**src/rtl/rv_defs.sv**
```systemverilog
// rv_defs: shared encodings for the iterative M-extension multiplier
//  MUL_OP_*   : request opcodes (MUL, MULH, MULHSU, MULHU)
//  mul_state_e: multiplier FSM state codes
//  mul_class  : operand signedness class of an opcode
package rv_defs;
   localparam logic [1:0] MUL_OP_MUL    = 2'b00;
   localparam logic [1:0] MUL_OP_MULH   = 2'b01;
   localparam logic [1:0] MUL_OP_MULHSU = 2'b10;
   localparam logic [1:0] MUL_OP_MULHU  = 2'b11;
   typedef enum logic [1:0] {MUL_IDLE = 2'd0, MUL_CALC = 2'd1, MUL_DONE = 2'd2} mul_state_e;
   // 0: both operands signed, 1: signed x unsigned, 2: both unsigned
   function automatic logic [1:0] mul_class(input logic [1:0] op);
      return op == MUL_OP_MULHU ? 2'd2 : op == MUL_OP_MULHSU ? 2'd1 : 2'd0;
   endfunction
endpackage

```
**src/rtl/rv_booth_digit.sv**
```systemverilog
// rv_booth_digit: radix-4 Booth recoding of one 3-bit multiplier window
//  win  in  3  {b[2k+1], b[2k], b[2k-1]}
//  zero out 1  digit is 0
//  one  out 1  digit magnitude is 1
//  two  out 1  digit magnitude is 2
//  neg  out 1  digit is negative
module rv_booth_digit (
   input  logic [2:0] win,
   output logic       zero,
   output logic       one,
   output logic       two,
   output logic       neg
);
   assign one  = win[1] ^ win[0];
   assign two  = (win[2] & ~win[1] & ~win[0]) | (~win[2] & win[1] & win[0]);
   assign zero = ~one & ~two;
   assign neg  = win[2] & ~(win[1] & win[0]);
endmodule

```
**src/rtl/rv_mul_iter.sv**
```systemverilog
// rv_mul_iter: iterative radix-4 Booth multiplier for MUL/MULH/MULHSU/MULHU
//  clk, rstn                         clock, asynchronous active-low reset
//  req_valid_i/req_ready_o           request handshake
//  req_op_i, req_a_i, req_b_i        opcode, multiplicand (rs1), multiplier (rs2)
//  flush_i                           kill in-flight op and drop the reuse tag
//  resp_valid_o/resp_ready_i         response handshake
//  resp_data_o                       result
//  Optional macro RV_MUL_REUSE_EN: remember the last full product and answer a
//  matching request after a single cycle.
module rv_mul_iter
   import rv_defs::*;
#(
   parameter int XLEN = 32
) (
   input  logic            clk,
   input  logic            rstn,
   input  logic            req_valid_i,
   output logic            req_ready_o,
   input  logic [1:0]      req_op_i,
   input  logic [XLEN-1:0] req_a_i,
   input  logic [XLEN-1:0] req_b_i,
   input  logic            flush_i,
   output logic            resp_valid_o,
   input  logic            resp_ready_i,
   output logic [XLEN-1:0] resp_data_o
);
   localparam int NDIG = XLEN / 2 + 1;
   localparam int CW   = $clog2(NDIG);
   // Bits above 2*XLEN never reach the result, so the accumulator stops there.
   localparam int PW   = 2 * XLEN;
   mul_state_e      state, state_nx;
   logic [1:0]      op;
   logic [PW-1:0]   acc, a_sh, term, addend, acc_nx, res_src;
   logic [XLEN+1:0] b_sh;
   logic            b_prev;
   logic [CW-1:0]   cnt;
   logic            d_zero, d_one, d_two, d_neg, sub;
   logic            resp_hs, accept, last, fast, a_sgn, b_sgn;
   assign a_sgn        = req_op_i != MUL_OP_MULHU;
   assign b_sgn        = req_op_i == MUL_OP_MUL || req_op_i == MUL_OP_MULH;
   assign resp_valid_o = state == MUL_DONE;
   assign resp_hs      = resp_valid_o & resp_ready_i;
   assign req_ready_o  = !flush_i & (state == MUL_IDLE | resp_hs);
   assign accept       = req_valid_i & req_ready_o;
   assign last         = fast | (cnt == CW'(NDIG - 1));
   rv_booth_digit u_digit (
      .win  ({b_sh[1:0], b_prev}),
      .zero (d_zero),
      .one  (d_one),
      .two  (d_two),
      .neg  (d_neg)
   );
   // a_sh already carries the 4^k weight of the current digit
   assign term   = ({PW{d_one}} & a_sh) | ({PW{d_two}} & {a_sh[PW-2:0], 1'b0});
   assign sub    = d_neg & ~d_zero;
   assign addend = sub ? ~term : term;
   assign acc_nx = acc + addend + PW'(sub);
`ifdef RV_MUL_REUSE_EN
   logic            tag_v, hit, hit_q;
   logic [XLEN-1:0] tag_a, tag_b;
   logic [1:0]      tag_cls;
   logic [PW-1:0]   prod;
   // The low half is identical for every signedness, so MUL hits any class.
   assign hit     = tag_v & tag_a == req_a_i & tag_b == req_b_i &
                    (req_op_i == MUL_OP_MUL | mul_class(req_op_i) == tag_cls);
   assign fast    = hit_q;
   assign res_src = hit_q ? prod : acc_nx;
   always_ff @(posedge clk or negedge rstn)
      if (!rstn) begin
         tag_v   <= 1'b0;
         hit_q   <= 1'b0;
         tag_a   <= '0;
         tag_b   <= '0;
         tag_cls <= '0;
         prod    <= '0;
      end else if (flush_i) begin
         tag_v <= 1'b0;
         hit_q <= 1'b0;
      end else if (accept) begin
         hit_q <= hit;
         if (!hit) begin
            tag_v   <= 1'b0;
            tag_a   <= req_a_i;
            tag_b   <= req_b_i;
            tag_cls <= mul_class(req_op_i);
         end
      end else if (state == MUL_CALC && last && !hit_q) begin
         tag_v <= 1'b1;
         prod  <= acc_nx;
      end
`else
   assign fast    = 1'b0;
   assign res_src = acc_nx;
`endif
   always_ff @(posedge clk or negedge rstn)
      if (!rstn) state <= MUL_IDLE;
      else state <= state_nx;
   always_comb
      state_nx = flush_i ? MUL_IDLE :
                 accept ? MUL_CALC :
                 (state == MUL_CALC && last) ? MUL_DONE :
                 resp_hs ? MUL_IDLE : state;
   always_ff @(posedge clk or negedge rstn)
      if (!rstn) begin
         op          <= MUL_OP_MUL;
         acc         <= '0;
         a_sh        <= '0;
         b_sh        <= '0;
         b_prev      <= 1'b0;
         cnt         <= '0;
         resp_data_o <= '0;
      end else if (flush_i) begin
         acc <= '0;
         cnt <= '0;
      end else if (accept) begin
         op     <= req_op_i;
         acc    <= '0;
         cnt    <= '0;
         a_sh   <= {{XLEN{a_sgn & req_a_i[XLEN-1]}}, req_a_i};
         b_sh   <= {{2{b_sgn & req_b_i[XLEN-1]}}, req_b_i};
         b_prev <= 1'b0;
      end else if (state == MUL_CALC) begin
         acc    <= acc_nx;
         a_sh   <= {a_sh[PW-3:0], 2'b00};
         b_sh   <= {2'b00, b_sh[XLEN+1:2]};
         b_prev <= b_sh[1];
         cnt    <= last ? cnt : cnt + CW'(1);
         if (last) resp_data_o <= op == MUL_OP_MUL ? res_src[XLEN-1:0] : res_src[PW-1:XLEN];
      end
endmodule
```
**config.mk**
```make
export PLATFORM = sky130hd
export DESIGN_NAME = rv_mul_iter
export DESIGN_NICKNAME = d
export VERILOG_FILES = /design/src/rtl/rv_defs.sv /design/src/rtl/rv_booth_digit.sv /design/src/rtl/rv_mul_iter.sv
export SDC_FILE = /design/constraint.sdc
export NUM_CORES = 1
export LEC_CHECK = 0
export CELL_PAD_IN_SITES_DETAIL_PLACEMENT = 1
export CELL_PAD_IN_SITES_GLOBAL_PLACEMENT = 2
export CORE_ASPECT_RATIO = 1.1
export CORE_MARGIN = 2
export CORE_UTILIZATION = 39
export CTS_CLUSTER_SIZE = 40
export DETAILED_ROUTE_END_ITERATION = 12
export GPL_ROUTABILITY_DRIVEN = 0
export HOLD_SLACK_MARGIN = 0.02
export PLACE_DENSITY = 0.95
export SLEW_MARGIN = 20
export SYNTH_ARGS = -nofsm -noshare
export SYNTH_HDL_FRONTEND = slang
export SYNTH_HIERARCHICAL = 1
export SYNTH_SLANG_ARGS = --single-unit
```
**constraint.sdc**
```tcl
create_clock -name clk -period 7.5 [get_ports clk]
set_clock_uncertainty 0.05 [all_clocks]
set_input_delay 1.5 -clock clk [delete_from_list [all_inputs] [get_ports clk]]
set_output_delay 1.5 -clock clk [all_outputs]
set_load 0.01 [all_outputs]
```
==> results of run 1 <==
metrics by stage:
| step | total power, uW | util, % | setup slack [ps] | instance area, um2 |
|---|---|---|---|---|
| 4_1_cts | 8493 | 45.36 | 1966 | 15900 |
| 3_3_place_gp | 7088 | 43.06 | 2167 | 15090 |
| 2_1_floorplan | 5655 | - | 3424 | 13850 |
| 6_report | 8568 | 45.38 | 1851 | 15900 |
| 3_5_place_dp | 7247 | 43.12 | 1979 | 15110 |
| 5_1_grt | 9155 | 45.38 | 1585 | 15900 |
metal layers:
metal / part of all wire [%] / wire [um] / up-vias / GRT usage (%)
li1: - / - / 5938 / -
met1: 45 / 20730 / 6333 / 34.22
met3: 7.0 / 3243 / 80 / 5.285
met2: 44 / 20490 / 359 / 38.94
met5: 0.026 / 12 / - / 0
met4: 3.7 / 1728 / 2 / 9.000
sequential cells by signal, summed over array words and instances (netlist names):
name         cells
a_sh            64
state            2
op               2
resp_data_o     32
b_sh            33
b_prev           1
acc             64
cnt              5
path summary, 6_finish.rpt:
path	startpoint	to	slack (ps)	cells after the start
worst min register to register	resp_data_o[9]	resp_data_o[9]	430	1
worst max-delay path	b_sh[0]	resp_data_o[16]	1850	18
min in group asynchronous	rstn	acc[57]	980	1
worst min-delay path	resp_data_o[9]	resp_data_o[9]	430	1
max in group asynchronous	rstn	b_sh[26]	5270	2
worst max register to register	b_sh[0]	resp_data_o[16]	1850	18
critical path, cell delays in order, from the launching register on:
cell and delay [ps]:
dfrtp_1 450, ha_2 350, buf_4 520, inv_1 90, o211a_1 160, nor2b_4 240, buf_4 480, xnor2_1 340
ha_1 370, a21oi_1 240, o21ai_0 170, a221oi_1 400, nand3_1 190, a22oi_1 400, nand2b_1 160, a21oi_1 310
o21a_1 190, xor2_1 240, o221ai_1 150
logic make-up after synthesis:
group	count (synthesis)	synth area share [%]
adder cells (fa/ha/maj)	71	6.470
AO/OA/AOI/OAI	553	26.75
flip-flops	203	36.69
AND/OR/NAND/NOR	544	17.19
multiplexers	9	0.7410
XOR/XNOR	126	7.970
buffers and inverters	140	4.202
power groups by stage:
stage | clock [uW] | sequential, uW | combinational, uW
after CTS | 1210 | 1670 | 5610
after detailed placement | 0 | 1680 | 5570
after global routing | 1260 | 1710 | 6180
final | 1190 | 1670 | 5700
after global placement | 0 | 1670 | 5420
after floorplan | 0 | 1590 | 4070
cells in the final DEF (no fill, tap or decap), drive strengths merged, types with 5 or more instances in the layout:
cell / n
and3: 13
buf: 14
dfrtp: 203
nand4: 25
nand3: 26
a22o: 37
or3: 5
nand3b: 5
nor2b: 9
xor2: 27
a21oi: 140
a21o: 38
ha: 70
o21bai: 15
nor3: 19
and2: 9
a22oi: 64
mux2i: 9
clkbuf: 37
o21ai: 112
nor2: 162
a211oi: 6
nand2b: 9
nand2: 251
clkdlybuf4s50: 103
xnor2: 99
o211ai: 6
inv: 17
a31oi: 77
o21a: 15
cell type report:
cell class	instances	area (um2)	area share [%]
Clock buffer	36	696.9	4.383
Clock inverter	7	87.58	0.5508
Inverter	17	63.81	0.4013
Multi-Input combinational cell	1303	8243	51.84
Sequential cell	203	5080	31.95
Tap cell	444	555.5	3.494
Timing Repair Buffer	118	1175	7.388
==> results_dict.tcl, run 1 <==
set metrics [dict create \
    dieArea_um2 37030 \
    critPathMaxFanout 65 \
    leakage_uw 0.006981 \
    yosysMostFrequentCell "nand2_1" \
    stdcell_count 2128 \
    routedWlPerCell_um 21.71 \
    grt_pass1_wl_mm 73.66 \
    final_hold_viol_count 0 \
    yosys_most_used_dff "dfrtp_1" \
    cts_tree "yes" \
    die_y_um 201.6 \
    seqPwrFrac_pct 19.5 \
    chipWidth_um 183.7 \
    hold-worst-slack_ps 430.0 \
    grt_usage_pct 24.99 \
    syn_area_um2 13850 \
    cts.hold.buffers_added 0 \
    vias 12710 \
    slew_violations 0 \
    drc 0 \
    ys_ff_latch 203 \
    worst_ep_arrival_time_ps 5990 \
    synth_edf_count 0 \
    antenna-diode-count 0 \
    start_kind "register" \
    cts.sinks 203 \
    synth-seq-area-share_pct 36.69 \
    hp-class "register to register" \
    routed_wl_mm 46.21 \
    crit_required_ps 7840 \
    final_nets 1809 \
    max-slew-margin-rel_pct 30.56 \
    cts_buffers 24 \
    setup_viol 0 \
    switching_share_pct 52.31 \
    syn_area_per_cell_um2 8.413 \
    tns_ps 0 \
    syn_nets 1788 \
    async_flop_share_pct 100.0 \
    clock_latency_ps 530 \
    post-cts-setup-buffers 0 \
    intPower_uw 4085 \
    ys_warn_count 6 \
    yosys-top-cells-count "249 x nand2_1, 203 x dfrtp_1, 161 x nor2_1, 137 x a21oi_1, 99 x xnor2_1" \
    overflow 0 \
    clockRootBuffer "clkbuf_16" \
    critical_path.endpoint_type "register" \
    initialDrtViolationCount 967 \
    n_fill_cell 4102 \
    grt_pass1_vias 13200 \
    ant_nets 0 \
    p_sw_uw 4482 \
    rows 72 \
    htreeDepth 1 \
    initial_core_util_pct 39.51 \
    period_share_pct 75.33 \
    clkSlewWorstSetupHoldPaths_ps 60 \
    core_um2 35040 \
    yosysTopAreaCellShare_pct 36.69 \
    cap_violations 0 \
    antenna_found_initial 1 \
    dp_cells 2085 \
    viasPerCell 5.974 \
    grt_max_degree 105 \
    worstMarginPinSlew_ps 1039 \
    dpl.hpwl_mm 33.35 \
    synth.area.top_cells "dfrtp_1 37%, nand2_1 6.7%, ha_1 6.3%, xnor2_1 6.3%, a21oi_1 5.0%" \
    yosysTopAreaCell "dfrtp_1" \
    status "finished, final reports clean" \
    clockBufferDepth 3 \
    drive_gt1_share_pct 5.344 \
    path_class "register to register" \
    max_freq_ghz 0.1770 \
    yosysUniqueCellTypes 89 \
    power_density_nw_per_um2 538.8 \
    syn_to_final_growth_pct 14.84 \
    clkPwrFrac_pct 13.9 \
    min_period_ps 5649 \
    p_comb_share_pct 66.5 \
    io_pins 105 \
    post_cts_resized 0 \
    dr.pass1.iters 5 \
    rsz0062_at_grt "no" \
    synthCells 1646 \
    vdd_drop_max_mv 0.2612 \
    io_buffers 104 \
]
Power figures use the tool's default switching activity.
==> inputs of run 2 (changes only) <==
--- a/config.mk
+++ b/config.mk
@@ -9,12 +9,12 @@
 export CELL_PAD_IN_SITES_GLOBAL_PLACEMENT = 2
 export CORE_ASPECT_RATIO = 1.1
 export CORE_MARGIN = 2
-export CORE_UTILIZATION = 39
+export CORE_UTILIZATION = 33
 export CTS_CLUSTER_SIZE = 40
 export DETAILED_ROUTE_END_ITERATION = 12
 export GPL_ROUTABILITY_DRIVEN = 0
 export HOLD_SLACK_MARGIN = 0.02
-export PLACE_DENSITY = 0.95
+export PLACE_DENSITY = 0.87
 export SLEW_MARGIN = 20
 export SYNTH_ARGS = -nofsm -noshare
 export SYNTH_HDL_FRONTEND = slang
==> constraint.sdc (replaced) <==
create_clock -name clk -period 4.95 [get_ports clk]
set_clock_uncertainty 0.05 [all_clocks]
set_input_delay 0.99 -clock clk [delete_from_list [all_inputs] [get_ports clk]]
set_output_delay 0.99 -clock clk [all_outputs]
set_load 0.01 [all_outputs]
==> run 2 against run 1 <==
  * Routed wire length is 2.2% higher
  * Critical path depth is 1 lower
  * Clock power rose by 55%
  * Fmax is 22% higher
  * Combinational power is 53% higher
  * Sequential share of layout area down 0.55 points
  * Register-to-register slack got worse by 1500 ps
  * Power grew 53%
  * Highest routed layer is now met4
  * Global-route usage is 3.3 points lower
  * Worst hold slack got worse by 8.6 ps
  * Sequential power rose by 52%
  * Die area grew 18%
==> results_dict.tcl, run 2 (synthesis results as in run 1) <==
set metrics [dict create \
    status "finished, final reports clean" \
    vdd_drop_max_mv 0.2738 \
    worstMarginPinSlew_ps 984.4 \
    grt_max_degree 108 \
    clockRootBuffer "clkbuf_16" \
    cts.sinks 203 \
    clockBufferDepth 3 \
    syn_to_final_growth_pct 16.84 \
    dieArea_um2 43620 \
    reg2reg_from "b_sh[0]" \
    routed_wl_mm 47.22 \
    overflow 0 \
    final_nets 1823 \
    grt_usage_pct 21.69 \
    grt_pass1_vias 13150 \
    cts_buffers 25 \
    dp_cells 2212 \
    clkSlewWorstSetupHoldPaths_ps 70 \
    tns_ps 0 \
    rows 78 \
    dr.pass1.iters 5 \
    drc 0 \
    cts_tree "yes" \
    worst_ep_arrival_time_ps 4970 \
    cap_violations 0 \
    cts.hold.buffers_added 0 \
    critPathMaxFanout 47 \
    hold-worst-slack_ps 421.4 \
    critical_path.endpoint_type "register" \
    final_hold_viol_count 0 \
    rsz0062_at_grt "no" \
    io_buffers 104 \
    slew_violations 0 \
    critPathCapture "resp_data_o[16]" \
    start_kind "register" \
    fin_area_um2 16180 \
    ant_nets 0 \
    grt_pass1_wl_mm 74.48 \
    core_um2 41280 \
    viasPerCell 5.601 \
    dpl.hpwl_mm 34.35 \
    reg_top3 "a_sh (64), acc (64), b_sh (33)" \
    htreeDepth 1 \
    die_y_um 218.8 \
    cp-startpoint "b_sh[0]" \
    layout_common_cells "248 x nand2_1, 203 x dfrtp_1, 159 x nor2_1" \
    routedWlPerCell_um 20.90 \
    io_pins 105 \
    timing.reg2reg.setup_slack_ps 330 \
    max_freq_ghz 0.2163 \
    period_share_pct 93.38 \
    path_class "register to register" \
    antenna_found_initial 1 \
    layout_commonest_cell "nand2_1" \
    power_density_nw_per_um2 809.9 \
    clock_latency_ps 540 \
    chipWidth_um 199.3 \
    stdcell_count 2260 \
    placed_cell_area_um2 15350 \
    setup_viol 0 \
    r2r-end "resp_data_o[16]" \
    vias 12660 \
    crit_required_ps 5300 \
    leakage_uw 0.007060 \
    min_period_ps 4623 \
    reg2reg_depth 17 \
    drive_gt1_share_pct 6.298 \
    hp-class "register to register" \
    max-slew-margin-rel_pct 34.37 \
    initial_core_util_pct 33.54 \
    initialDrtViolationCount 738 \
]
[run 2: cell types whose count changed in the layout (fill, tap and decap cells not counted), sizes merged]
| cell | previous run | this run |
|---|---|---|
| clkinv | 4 | 7 |
| clkbuf | 37 | 36 |
| diode | 0 | 1 |
| buf | 14 | 27 |
[run 2: how the worst min path moves through the flow]
stage / from / endpoint / slack, ps / cells after the start
after floorplan: acc[46] / acc[46] / 400 / 2
after global routing: resp_data_o[9] / resp_data_o[9] / 460 / 1
after detailed placement: resp_data_o[9] / resp_data_o[9] / 420 / 1
after global placement: resp_data_o[2] / resp_data_o[2] / 420 / 2
final: resp_data_o[9] / resp_data_o[9] / 420 / 1
after CTS: resp_data_o[9] / resp_data_o[9] / 430 / 1
[run 2: cell type report]
class | instances | area [um2]
Antenna cell | 1 | 2.502
Clock buffer | 35 | 693.2
Clock inverter | 10 | 106.4
Fill cell | 4885 | 25100
Inverter | 17 | 63.81
Multi-Input combinational cell | 1303 | 8248
Sequential cell | 203 | 5080
Tap cell | 560 | 700.7
Timing Repair Buffer | 131 | 1285
[run 2: routing by layer]
metal,vias to the layer above,track usage (%),wire [um]
met4,0,7.264,1567
met2,306,34.44,21160
met5,-,0,0
li1,5964,-,-
met3,67,4.103,2665
met1,6322,29.59,21830
[run 2: through the flow]
stage	utilization, %	worst slack [ps]	power (uW)
after floorplan	-	873.9	8568
after global placement	37.19	361.4	10900
after detailed placement	37.19	246.5	11100
after CTS	39.12	215.3	13020
after global routing	39.19	77.88	14010
final	39.19	327.5	13100
[run 2: worst max-delay path, cell delays in order (launching register included)]
cell and delay (ps):
dfrtp_1 450, ha_2 390, inv_1 40, o211a_1 130, nor2b_4 130, buf_12 300
xnor2_1 160, ha_1 430, nand4_1 260, nor3_1 360, inv_1 100, a2111oi_0 540
a22oi_2 220, nand2b_1 180, a21oi_1 140, o21a_1 210, xor2_1 220, o221ai_1 160
[run 2: power breakdown]
part           internal [uW]  leakage, uW  switching (uW)  total (uW)
registers               2120      0.00258             423        2540
logic                   3070      0.00409            5640        8710
clock network           1080     0.000394             771        1850
total                   6270      0.00706            6830       13100
[run 2: what timing repair did]
item | CTS | global route
setup endpoints to repair | 0 | 3
gates resized for setup | 0 | 1
buffers inserted | 0 | 2
hold endpoints to repair | 0 | 0
